$ cat config.mk
export PLATFORM = sky130hd
export DESIGN_NAME = uart_tx_feeder
export DESIGN_NICKNAME = d
export VERILOG_FILES = /design/src/rtl/uart_pkg.sv /design/src/rtl/uart_sync_fifo.sv /design/src/rtl/uart_tx_feeder.sv
export SDC_FILE = /design/constraint.sdc
export NUM_CORES = 1
export LEC_CHECK = 0
export CORE_UTILIZATION = 40
export CTS_BUF_LIST = sky130_fd_sc_hd__clkbuf_4 sky130_fd_sc_hd__clkbuf_8
export DETAILED_ROUTE_END_ITERATION = 6
export PLACE_DENSITY = 0.55
export REMOVE_ABC_BUFFERS = 1
export SYNTH_ARGS = -nofsm -noshare
export SYNTH_HDL_FRONTEND = slang
export SYNTH_SLANG_ARGS = --single-unit
$ cat constraint.sdc
create_clock -name clk_50 -period 3.46 [get_ports clk_50]
set_input_delay 0.692 -clock clk_50 [delete_from_list [all_inputs] [get_ports clk_50]]
set_output_delay 0.692 -clock clk_50 [all_outputs]
set_load 0.01 [all_outputs]
$ cat src/rtl/uart_pkg.sv
// rtl/uart_pkg.sv - shared constants and FSM encodings for the UART transmit path
package uart_pkg;

    localparam int UART_DATA_W     = 8;
    localparam int DEF_ACK_TIMEOUT = 8;
    localparam int DEF_GAP_CYCLES  = 2;

    localparam logic [2:0] ST_IDLE  = 3'd0;
    localparam logic [2:0] ST_START = 3'd1;
    localparam logic [2:0] ST_ACK   = 3'd2;
    localparam logic [2:0] ST_DONE  = 3'd3;
    localparam logic [2:0] ST_GAP   = 3'd4;

    typedef enum logic [2:0] {
        IDLE  = ST_IDLE,
        START = ST_START,
        ACK   = ST_ACK,
        DONE  = ST_DONE,
        GAP   = ST_GAP
    } tx_state_t;

endpackage

$ cat src/rtl/uart_sync_fifo.sv
// rtl/uart_sync_fifo.sv - circular byte FIFO with wrap-bit pointers and overflow detect
module uart_sync_fifo
    import uart_pkg::*;
#(
    parameter int DATA_W = UART_DATA_W,
    parameter int ADDR_W = 4
) (
    input  logic              clk,
    input  logic              rst,
    input  logic              wr_en,
    input  logic [DATA_W-1:0] wr_data,
    input  logic              rd_en,
    output logic [DATA_W-1:0] rd_data,
    output logic              full,
    output logic              empty,
    output logic [ADDR_W:0]   count,
    output logic              overflow_evt
);

    localparam int DEPTH = 1 << ADDR_W;

    logic [DATA_W-1:0] mem [DEPTH];
    logic [ADDR_W:0]   wr_ptr;
    logic [ADDR_W:0]   rd_ptr;
    logic              do_wr;
    logic              do_rd;

    assign full  = (wr_ptr[ADDR_W] != rd_ptr[ADDR_W]) &&
                   (wr_ptr[ADDR_W-1:0] == rd_ptr[ADDR_W-1:0]);
    assign empty = (wr_ptr == rd_ptr);
    // Modular difference of the wrap-extended pointers spans 0..DEPTH exactly.
    assign count = wr_ptr - rd_ptr;

    // full is the pre-edge value, so a write while full drops even alongside a pop.
    assign do_wr        = wr_en && !full;
    assign do_rd        = rd_en && !empty;
    assign overflow_evt = wr_en && full;
    assign rd_data      = mem[rd_ptr[ADDR_W-1:0]];

    always_ff @(posedge clk) begin
        if (rst) begin
            wr_ptr <= '0;
            rd_ptr <= '0;
        end else begin
            if (do_wr) wr_ptr <= wr_ptr + 1'b1;
            if (do_rd) rd_ptr <= rd_ptr + 1'b1;
        end
    end

    always_ff @(posedge clk) begin
        if (do_wr && !rst) mem[wr_ptr[ADDR_W-1:0]] <= wr_data;
    end

endmodule

$ cat src/rtl/uart_tx_feeder.sv
// rtl/uart_tx_feeder.sv - queues host bytes and sequences them into uart_tx via start/busy
module uart_tx_feeder
    import uart_pkg::*;
#(
    parameter int DATA_W      = UART_DATA_W,
    parameter int ADDR_W      = 4,
    parameter int ACK_TIMEOUT = DEF_ACK_TIMEOUT,
    parameter int GAP_CYCLES  = DEF_GAP_CYCLES
) (
    input  logic              clk_50,
    input  logic              rst,
    input  logic [DATA_W-1:0] wr_data,
    input  logic              wr_en,
    output logic              full,
    output logic              empty,
    output logic [ADDR_W:0]   count,
    output logic              overflow,
    output logic              ack_err,
    input  logic              clr_err,
    output logic [DATA_W-1:0] tx_data,
    output logic              tx_start,
    input  logic              tx_busy
);

    localparam int TMR_W     = 16;
    localparam int ACK_LIMIT = (ACK_TIMEOUT > 0) ? ACK_TIMEOUT - 1 : 0;
    localparam int GAP_LIMIT = (GAP_CYCLES > 0) ? GAP_CYCLES - 1 : 0;

    tx_state_t         state, state_n;
    logic [TMR_W-1:0]  timer, timer_n;
    logic [DATA_W-1:0] tx_data_n;
    logic              tx_start_n;
    logic              ack_err_n;
    logic              overflow_n;
    logic              pop;
    logic [DATA_W-1:0] fifo_rd_data;
    logic              fifo_empty;
    logic              overflow_evt;

    uart_sync_fifo #(
        .DATA_W (DATA_W),
        .ADDR_W (ADDR_W)
    ) u_fifo (
        .clk          (clk_50),
        .rst          (rst),
        .wr_en        (wr_en),
        .wr_data      (wr_data),
        .rd_en        (pop),
        .rd_data      (fifo_rd_data),
        .full         (full),
        .empty        (fifo_empty),
        .count        (count),
        .overflow_evt (overflow_evt)
    );

    assign empty = fifo_empty;

    always_comb begin
        state_n    = state;
        timer_n    = timer;
        tx_data_n  = tx_data;
        pop        = 1'b0;
        ack_err_n  = ack_err & ~clr_err;
        overflow_n = overflow_evt | (overflow & ~clr_err);
        case (state)
            IDLE: begin
                if (!fifo_empty) begin
                    pop       = 1'b1;
                    tx_data_n = fifo_rd_data;
                    state_n   = START;
                end
            end
            START: begin
                timer_n = '0;
                state_n = ACK;
            end
            ACK: begin
                // A byte that never gets acknowledged is dropped, not retried.
                if (tx_busy) begin
                    state_n = DONE;
                end else if (timer >= TMR_W'(ACK_LIMIT)) begin
                    ack_err_n = 1'b1;
                    timer_n   = '0;
                    state_n   = GAP;
                end else begin
                    timer_n = timer + 1'b1;
                end
            end
            DONE: begin
                if (!tx_busy) begin
                    timer_n = '0;
                    state_n = GAP;
                end
            end
            GAP: begin
                if (timer >= TMR_W'(GAP_LIMIT)) state_n = IDLE;
                else                            timer_n = timer + 1'b1;
            end
            default: state_n = IDLE;
        endcase
        tx_start_n = (state_n == START);
    end

    always_ff @(posedge clk_50) begin
        if (rst) begin
            state    <= IDLE;
            timer    <= '0;
            tx_data  <= '0;
            tx_start <= 1'b0;
            ack_err  <= 1'b0;
            overflow <= 1'b0;
        end else begin
            state    <= state_n;
            timer    <= timer_n;
            tx_data  <= tx_data_n;
            tx_start <= tx_start_n;
            ack_err  <= ack_err_n;
            overflow <= overflow_n;
        end
    end

endmodule
==> results_tabular.tex, run 1 <==
\begin{tabular}{lr}
\hline
Metric & Value \\
\hline
\multicolumn{2}{l}{\textbf{Status}} \\
Run status & complete, no violations \\
\multicolumn{2}{l}{\textbf{Power}} \\
Sequential group share of total power & 50.7\% \\
Switching power of the nets & 1168 µW \\
Maximum vdd ir drop & 0.0004439 V \\
Cell leakage power & 0.002644 µW \\
Total power & 4589 µW \\
Sw frac & 25.46\% \\
Part of the total power dissipated in combinational logic & 17.3\% \\
Pwr/cell area & 584.6 mW/mm² \\
Int Power & 3421 µW \\
Share of power burned in the clock network & 32.0\% \\
\multicolumn{2}{l}{\textbf{Placed design}} \\
Global placer's final weighted congestion & 0.8099 \\
Number of buffers inserted by port buffering & 30 \\
Place WS & 652.5 ps \\
HPWL after detailed placement & 9123 µm \\
Placed cell areas & 0.007440 mm² \\
\multicolumn{2}{l}{\textbf{Die}} \\
Die width & 132.3 µm \\
Die Height & 132.3 µm \\
Number of top-level design ports & 31 \\
Initial core utilization & 40.92\% \\
Num rows & 47 \\
Overall die area & 0.01749 mm² \\
Core Area & 0.01658 mm² \\
\multicolumn{2}{l}{\textbf{Detailed routing}} \\
Post-route ant nets & 0 \\
Average via count per standard cell & 5.262 \\
Total Wirelength & 14040 µm \\
Number of vias after detailed routing & 3710 \\
Number of design rule violations left after detail routing & 0 \\
Detailed-router iteration count before antenna repair & 4 \\
Average wire per cell in the routed design & 19.91 µm \\
Iteration-0 DRC Markers & 329 \\
\multicolumn{2}{l}{\textbf{Run}} \\
\# Max-Cap Violations & 0 \\
\multicolumn{2}{l}{\textbf{GRT}} \\
Met3 capacity usage during global routing & 3.345\% \\
Largest net degree at the start of global routing & 35 \\
Global-route wire length before repair & 22240 µm \\
Antenna violations before repair & 0 \\
Total overflow reported by the global router & 0 \\
Vias in the first global route & 3906 \\
GRT Total Usage & 17.33\% \\
Global-route track usage on met1 & 22.59\% \\
Met2 demand-to-capacity share in global routing & 28.51\% \\
Global-route layer with the greatest usage & met2 \\
\multicolumn{2}{l}{\textbf{Min path}} \\
Worst hold-check path type & reg -> reg \\
\multicolumn{2}{l}{\textbf{Worst setup path}} \\
CP Data Required Time & 2770 ps \\
Data arrival time of the critical path & 2580 ps \\
Critical-path cell list & inv\_1 -> ha\_1 -> fa\_1 -> inv\_1 -> a21o\_1 -> a21oi\_1 -> xnor2\_1 -> clkdlybuf4s50\_1 \\
Critical-path top delay cell & sky130\_fd\_sc\_hd\_\_clkdlybuf4s50\_1 \\
Type of element launching the critical path & flop \\
Maximum fanout along the worst path & 5 \\
Cell repeated most along the worst path & sky130\_fd\_sc\_hd\_\_inv\_1 \\
Element type at the critical path end & output pin \\
Peak per-stage delay on the critical path & 560 ps \\
Crit path kind & reg -> out \\
\multicolumn{2}{l}{\textbf{Layout}} \\
Final \#Nets & 500 \\
Fraction of final layout cells with drive strength greater than 1 & 17.73\% \\
Layout Area Growth over Synthesis & 15.67\% \\
Diodes inserted & 0 \\
Leading cell type in the layout, fill and taps excluded & sky130\_fd\_sc\_hd\_\_edfxtp\_1 \\
Highest-count cells in the layout ignoring fill and taps & 128 x sky130\_fd\_sc\_hd\_\_edfxtp\_1, 49 x sky130\_fd\_sc\_hd\_\_nor2\_1, 39 x sky130\_fd\_sc\_hd\_\_dfxtp\_1 \\
Final instance area & 0.007850 mm² \\
Total of fill cells in the finished design & 1459 \\
\multicolumn{2}{l}{\textbf{Timing}} \\
Final hold slack & 488.1 ps \\
Final slew viol count & 0 \\
Setup ws final & 192.9 ps \\
Period utilization & 94.43\% \\
Total Negative Setup Slacks & 0 ps \\
Slew at the pin with the worst max-slew slack & 690.0 ps \\
Highest Clock Rate & 306.1 MHz \\
Final critical delay including setup and external delays & 3267 ps \\
Setup repair after global routing missed its margin & false \\
Final setup fails & 0 \\
Skew final & 9.100 ps \\
Worst slew margin & 54.00\% \\
Total count of hold-check failures in the final report & 0 \\
\multicolumn{2}{l}{\textbf{Clocking}} \\
Insertion delay of the later-clocked pin in the worst-skew pair & 440 ps \\
Clock tree root driver cell & sky130\_fd\_sc\_hd\_\_clkbuf\_8 \\
Maximum clock path buffer count & 2 \\
TritonCTS clock tree & yes \\
Clock sink count & 168 \\
Resized Gates After CTS & 0 \\
Clock input transition at the sequential cells of the worst setup and hold paths & 80 ps \\
Post-CTS setup-driven buffer insertion count & 0 \\
Count of hold-fix buffers inserted at cts & 0 \\
Number of levels in the clock H-tree & 4 \\
Clock buffer count from CTS & 17 \\
\multicolumn{2}{l}{\textbf{Synthesis}} \\
Post-Synthesis Cell Area & 0.006787 mm² \\
Post-synth cell types & 43 \\
Sequential cell area fraction in the yosys report & 68.44\% \\
Average instance area after synthesis & 16.04 µm² \\
Post-synthesis cell count & 423 \\
Top FF cell, synth & sky130\_fd\_sc\_hd\_\_edfxtp\_1 \\
Ys async rst share & 0\% \\
Post-synthesis register bit count & 168 \\
Total of warnings raised by yosys & 0 \\
Post-synth EDFFs & 128 \\
\hline
\end{tabular}
==> logic make-up after synthesis <==
kind of cell	synth area share, %
AOI/OAI and AO/OA	4.222
xor gates and xnor gates	2.323
adders and majority gates	2.507
buffers and inverters	1.862
DFF	68.44
muxes	13.27
and+or+nand+nor	7.375
==> cell usage after synthesis (all sizes together), types with 2 or more instances <==
library cell  count  share of area [%]
edfxtp          128                 57
nor2             49                2.7
dfxtp            40                 12
mux4             32                 11
mux2i            18                2.7
nand2            15               0.83
inv              14               0.77
clkbuf           12               0.66
ha               12                2.2
xnor2            12                1.5
a21oi            11               0.81
nand3b            9                1.0
o221ai            8                1.0
nor3              7               0.59
buf               6               0.42
nand4             6               0.55
xor2              6               0.77
a31oi             4               0.37
o21ai             4               0.29
a2111oi           2               0.53
a211oi            2               0.22
a21o              2               0.22
a41oi             2               0.26
and3              2               0.18
and4              2               0.26
nand2b            2               0.18
nand3             2               0.15
nor2b             2               0.18
nor4              2               0.18
or3               2               0.18
==> metal layers <==
layer	part of all wire [%]	wire, µm	vias to the layer above
met3	4.0	562	14
met2	50	7000	97
li1	-	-	1730
met5	0	0	-
met1	45	6294	1869
met4	1.3	183	0
==> power by group through the flow <==
stage | Clock (µW) | Combinational (µW) | Sequential, µW
after floorplan | 0 | 436 | 2380
after global placement | 0 | 792 | 2370
after detailed placement | 0 | 797 | 2380
after CTS | 1500 | 804 | 2330
after global routing | 1580 | 867 | 2340
final | 1470 | 794 | 2330
==> sequential cells by signal (all words and copies together), names as in the netlist <==
signal         cells
u_fifo.rd_ptr      5
tx_start           1
u_fifo.mem       128
u_fifo.wr_ptr      5
tx_data            8
timer             16
state              3
overflow           1
ack_err            1
==> area by class of cell <==
cell class                 instances  area [µm²]  share of cell area, %
clock buffer                      20       256.5                  3.267
clock inverter                    10       153.9                  1.960
inverter                          14       52.55                 0.6694
multi-input combinational        223        2016                  25.68
sequential                       168        4646                  59.18
tap                              220       275.3                  3.507
timing repair buffer              50       450.4                  5.738
==> stage by stage <==
step,utilization (%),std cells
global placement,44.86,675
finish,47.34,705
global route,47.34,705
CTS,47.34,705
detailed placement,44.86,675
floorplan,-,405
==> final timing paths <==
| path | startpoint | depth (start not counted) | to | slack [ps] |
|---|---|---|---|---|
| setup / recovery | u_fifo.wr_ptr[0] | 8 | count[4] | 190 |
| hold reg to reg | timer[15] | 2 | timer[15] | 490 |
| setup reg to reg | u_fifo.wr_ptr[2] | 7 | u_fifo.mem[15][7] | 790 |
| hold / removal | timer[15] | 2 | timer[15] | 490 |
==> worst max-delay path, delay by kind of cell (launching register included) <==
family	cells	cell delay [ps]
AO/OA/AOI/OAI	2	180
XOR/XNOR	1	140
adder cells (fa/ha/maj)	2	620
buffers and inverters	3	760
flip-flops	1	430
(Power assumes the default switching activity.)
==> run 2, diff against run 1 <==
--- a/config.mk
+++ b/config.mk
@@ -6,7 +6,7 @@
 export NUM_CORES = 1
 export LEC_CHECK = 0
 export CORE_UTILIZATION = 40
-export CTS_BUF_LIST = sky130_fd_sc_hd__clkbuf_4 sky130_fd_sc_hd__clkbuf_8
+export CTS_BUF_LIST = sky130_fd_sc_hd__clkbuf_2 sky130_fd_sc_hd__clkbuf_4 sky130_fd_sc_hd__clkbuf_8
 export DETAILED_ROUTE_END_ITERATION = 6
 export PLACE_DENSITY = 0.55
 export REMOVE_ABC_BUFFERS = 1
==> constraint.sdc (replaced) <==
create_clock -name clk_50 -period 3.46 [get_ports clk_50]
set_input_delay 1.038 -clock clk_50 [delete_from_list [all_inputs] [get_ports clk_50]]
set_output_delay 1.038 -clock clk_50 [all_outputs]
set_load 0.01 [all_outputs]
==> results_tabular.tex, run 2 (synthesis gave the netlist of run 1 again) <==
\begin{tabular}{lr}
\hline
Metric & Value \\
\hline
\multicolumn{2}{l}{\textbf{Die}} \\
Core Area & 0.01658 mm² (unchanged) \\
Overall die area & 0.01749 mm² (unchanged) \\
Die Height & 132.3 µm (unchanged) \\
Num rows & 47 (unchanged) \\
Die width & 132.3 µm (unchanged) \\
Number of top-level design ports & 31 (unchanged) \\
Initial core utilization & 40.92\% (unchanged) \\
\multicolumn{2}{l}{\textbf{Placed design}} \\
Global placer's final weighted congestion & 0.7700 (was 0.8099) \\
Placed cell areas & 0.007455 mm² (was 0.007440 mm²) \\
HPWL after detailed placement & 9441 µm (was 9123 µm) \\
Place WS & 350.1 ps (was 652.5 ps) \\
Number of buffers inserted by port buffering & 30 (unchanged) \\
\multicolumn{2}{l}{\textbf{Detailed routing}} \\
Average wire per cell in the routed design & 20.37 µm (was 19.91 µm) \\
Post-route ant nets & 0 (unchanged) \\
Total Wirelength & 14440 µm (was 14040 µm) \\
Iteration-0 DRC Markers & 371 (was 329) \\
Number of vias after detailed routing & 3800 (was 3710) \\
Number of design rule violations left after detail routing & 0 (unchanged) \\
Detailed-router iteration count before antenna repair & 4 (unchanged) \\
Average via count per standard cell & 5.360 (was 5.262) \\
\multicolumn{2}{l}{\textbf{Run}} \\
\# Max-Cap Violations & 0 (unchanged) \\
\multicolumn{2}{l}{\textbf{Clocking}} \\
Clock buffer count from CTS & 17 (unchanged) \\
Clock sink count & 168 (unchanged) \\
Clock input transition at the sequential cells of the worst setup and hold paths & 90 ps (was 80 ps) \\
Insertion delay of the later-clocked pin in the worst-skew pair & 450 ps (was 440 ps) \\
Clock tree root driver cell & sky130\_fd\_sc\_hd\_\_clkbuf\_8 (unchanged) \\
Maximum clock path buffer count & 2 (unchanged) \\
Number of levels in the clock H-tree & 4 (unchanged) \\
TritonCTS clock tree & yes (unchanged) \\
\multicolumn{2}{l}{\textbf{Worst setup path}} \\
Data arrival time of the critical path & 2300 ps (was 2580 ps) \\
Element type at the critical path end & output pin (unchanged) \\
Crit path kind & reg -> out (unchanged) \\
CP Data Required Time & 2420 ps (was 2770 ps) \\
Number of cells traversed by the worst register-to-register path & 6 (was 7) \\
Maximum fanout along the worst path & 5 (unchanged) \\
Type of element launching the critical path & flop (unchanged) \\
\multicolumn{2}{l}{\textbf{GRT}} \\
Antenna violations before repair & 0 (unchanged) \\
Vias in the first global route & 3864 (was 3906) \\
Largest net degree at the start of global routing & 35 (unchanged) \\
Total overflow reported by the global router & 0 (unchanged) \\
Global-route layer with the greatest usage & met2 (unchanged) \\
GRT Total Usage & 17.76\% (was 17.33\%) \\
Met2 demand-to-capacity share in global routing & 27.92\% (was 28.51\%) \\
Global-route track usage on met1 & 24.14\% (was 22.59\%) \\
Global-route wire length before repair & 22690 µm (was 22240 µm) \\
Met3 capacity usage during global routing & 4.344\% (was 3.345\%) \\
\multicolumn{2}{l}{\textbf{Timing}} \\
Final slew viol count & 0 (unchanged) \\
Setup repair after global routing missed its margin & false (unchanged) \\
Final critical delay including setup and external delays & 3342 ps (was 3267 ps) \\
Total Negative Setup Slacks & 0 ps (unchanged) \\
Slew at the pin with the worst max-slew slack & 711.5 ps (was 690.0 ps) \\
Period utilization & 96.58\% (was 94.43\%) \\
Skew final & 7.981 ps (was 9.100 ps) \\
Setup ws final & 118.2 ps (was 192.9 ps) \\
Worst slew margin & 52.57\% (was 54.00\%) \\
Final setup fails & 0 (unchanged) \\
Highest Clock Rate & 299.2 MHz (was 306.1 MHz) \\
Total count of hold-check failures in the final report & 0 (unchanged) \\
\multicolumn{2}{l}{\textbf{Layout}} \\
Leading cell type in the layout, fill and taps excluded & sky130\_fd\_sc\_hd\_\_edfxtp\_1 (unchanged) \\
Final \#Nets & 502 (was 500) \\
Area taken by flip-flops and latches & 0.004649 mm² (was 0.004646 mm²) \\
Layout Area Growth over Synthesis & 17.46\% (was 15.67\%) \\
Highest-count cells in the layout ignoring fill and taps & 128 x sky130\_fd\_sc\_hd\_\_edfxtp\_1, 48 x sky130\_fd\_sc\_hd\_\_nor2\_1, 36 x sky130\_fd\_sc\_hd\_\_dfxtp\_1 (was 128 x sky130\_fd\_sc\_hd\_\_edfxtp\_1, 49 x sky130\_fd\_sc\_hd\_\_nor2\_1, 39 x sky130\_fd\_sc\_hd\_\_dfxtp\_1) \\
Footprint of the multi-input gates & 0.002024 mm² (was 0.002016 mm²) \\
Flip-flop count of the largest register, all copies and words added & 128 (unchanged) \\
Diodes inserted & 0 (unchanged) \\
Fraction of final layout cells with drive strength greater than 1 & 19.84\% (was 17.73\%) \\
Total of fill cells in the finished design & 1448 (was 1459) \\
Final instance area & 0.007971 mm² (was 0.007850 mm²) \\
\multicolumn{2}{l}{\textbf{Power}} \\
Maximum vdd ir drop & 0.0003901 V (was 0.0004439 V) \\
Cell leakage power & 0.002703 µW (was 0.002644 µW) \\
Pwr/cell area & 612.0 mW/mm² (was 584.6 mW/mm²) \\
\multicolumn{2}{l}{\textbf{Min path}} \\
Worst hold-check path type & reg -> reg (unchanged) \\
Number of stages on the worst hold path & 2 (unchanged) \\
\multicolumn{2}{l}{\textbf{Status}} \\
Run status & complete, no violations (unchanged) \\
\hline
\end{tabular}
run 2: report_power, final:
group | total (µW) | leakage, µW | internal [µW] | switching (µW)
clock network | 1740 | 0.000251 | 1010 | 731
logic | 809 | 0.000972 | 376 | 433
registers | 2330 | 0.00148 | 2250 | 77.3
total | 4880 | 0.00270 | 3640 | 1240
run 2: final timing paths:
path | start | to | slack (ps)
setup / recovery | u_fifo.wr_ptr[0] | count[2] | 120
hold / removal | timer[15] | timer[15] | 480
setup reg to reg | u_fifo.wr_ptr[3] | tx_data[0] | 910
hold reg to reg | timer[15] | timer[15] | 480
run 2: routing by layer:
metal	up-vias	routed length [µm]
li1	1735	-
met1	1944	6585
met2	104	6944
met3	17	693
met4	0	219
met5	-	0
run 2: cell type report:
cell class,instances,area share (%)
Clock inverter,15,3.406
Inverter,14,0.6592
Timing Repair Buffer,52,5.823
Clock buffer,17,2.935
Tap cell,220,3.453
Multi-Input combinational cell,223,25.40
Sequential cell,168,58.33
run 2: timing repair:
item / in CTS / in global routing
endpoints found under the setup margin: 1 / 2
gates resized for setup: 2 / 5
hold buffers: 0 / 0
buffers inserted: 0 / 0
gates cloned: 0 / 0
run 2: stage by stage:
| stage | util [%] | hold WS, ps | instances | total power, µW |
|---|---|---|---|---|
| floorplan | - | 440.7 | 405 | 2816 |
| global placement | 44.95 | 454.8 | 677 | 3186 |
| detailed placement | 44.95 | 467.4 | 677 | 3188 |
| CTS | 48.00 | 488.8 | 709 | 4917 |
| global route | 48.07 | 511.5 | 709 | 5083 |
| finish | 48.07 | 481.6 | 709 | 4878 |
run 2: critical path, stage by stage, from the launching register on:
cell and delay, ps:
sky130_fd_sc_hd__dfxtp_2 390, sky130_fd_sc_hd__inv_1 90, sky130_fd_sc_hd__ha_1 210, sky130_fd_sc_hd__fa_1 420
sky130_fd_sc_hd__xnor2_1 190, sky130_fd_sc_hd__clkdlybuf4s50_1 560
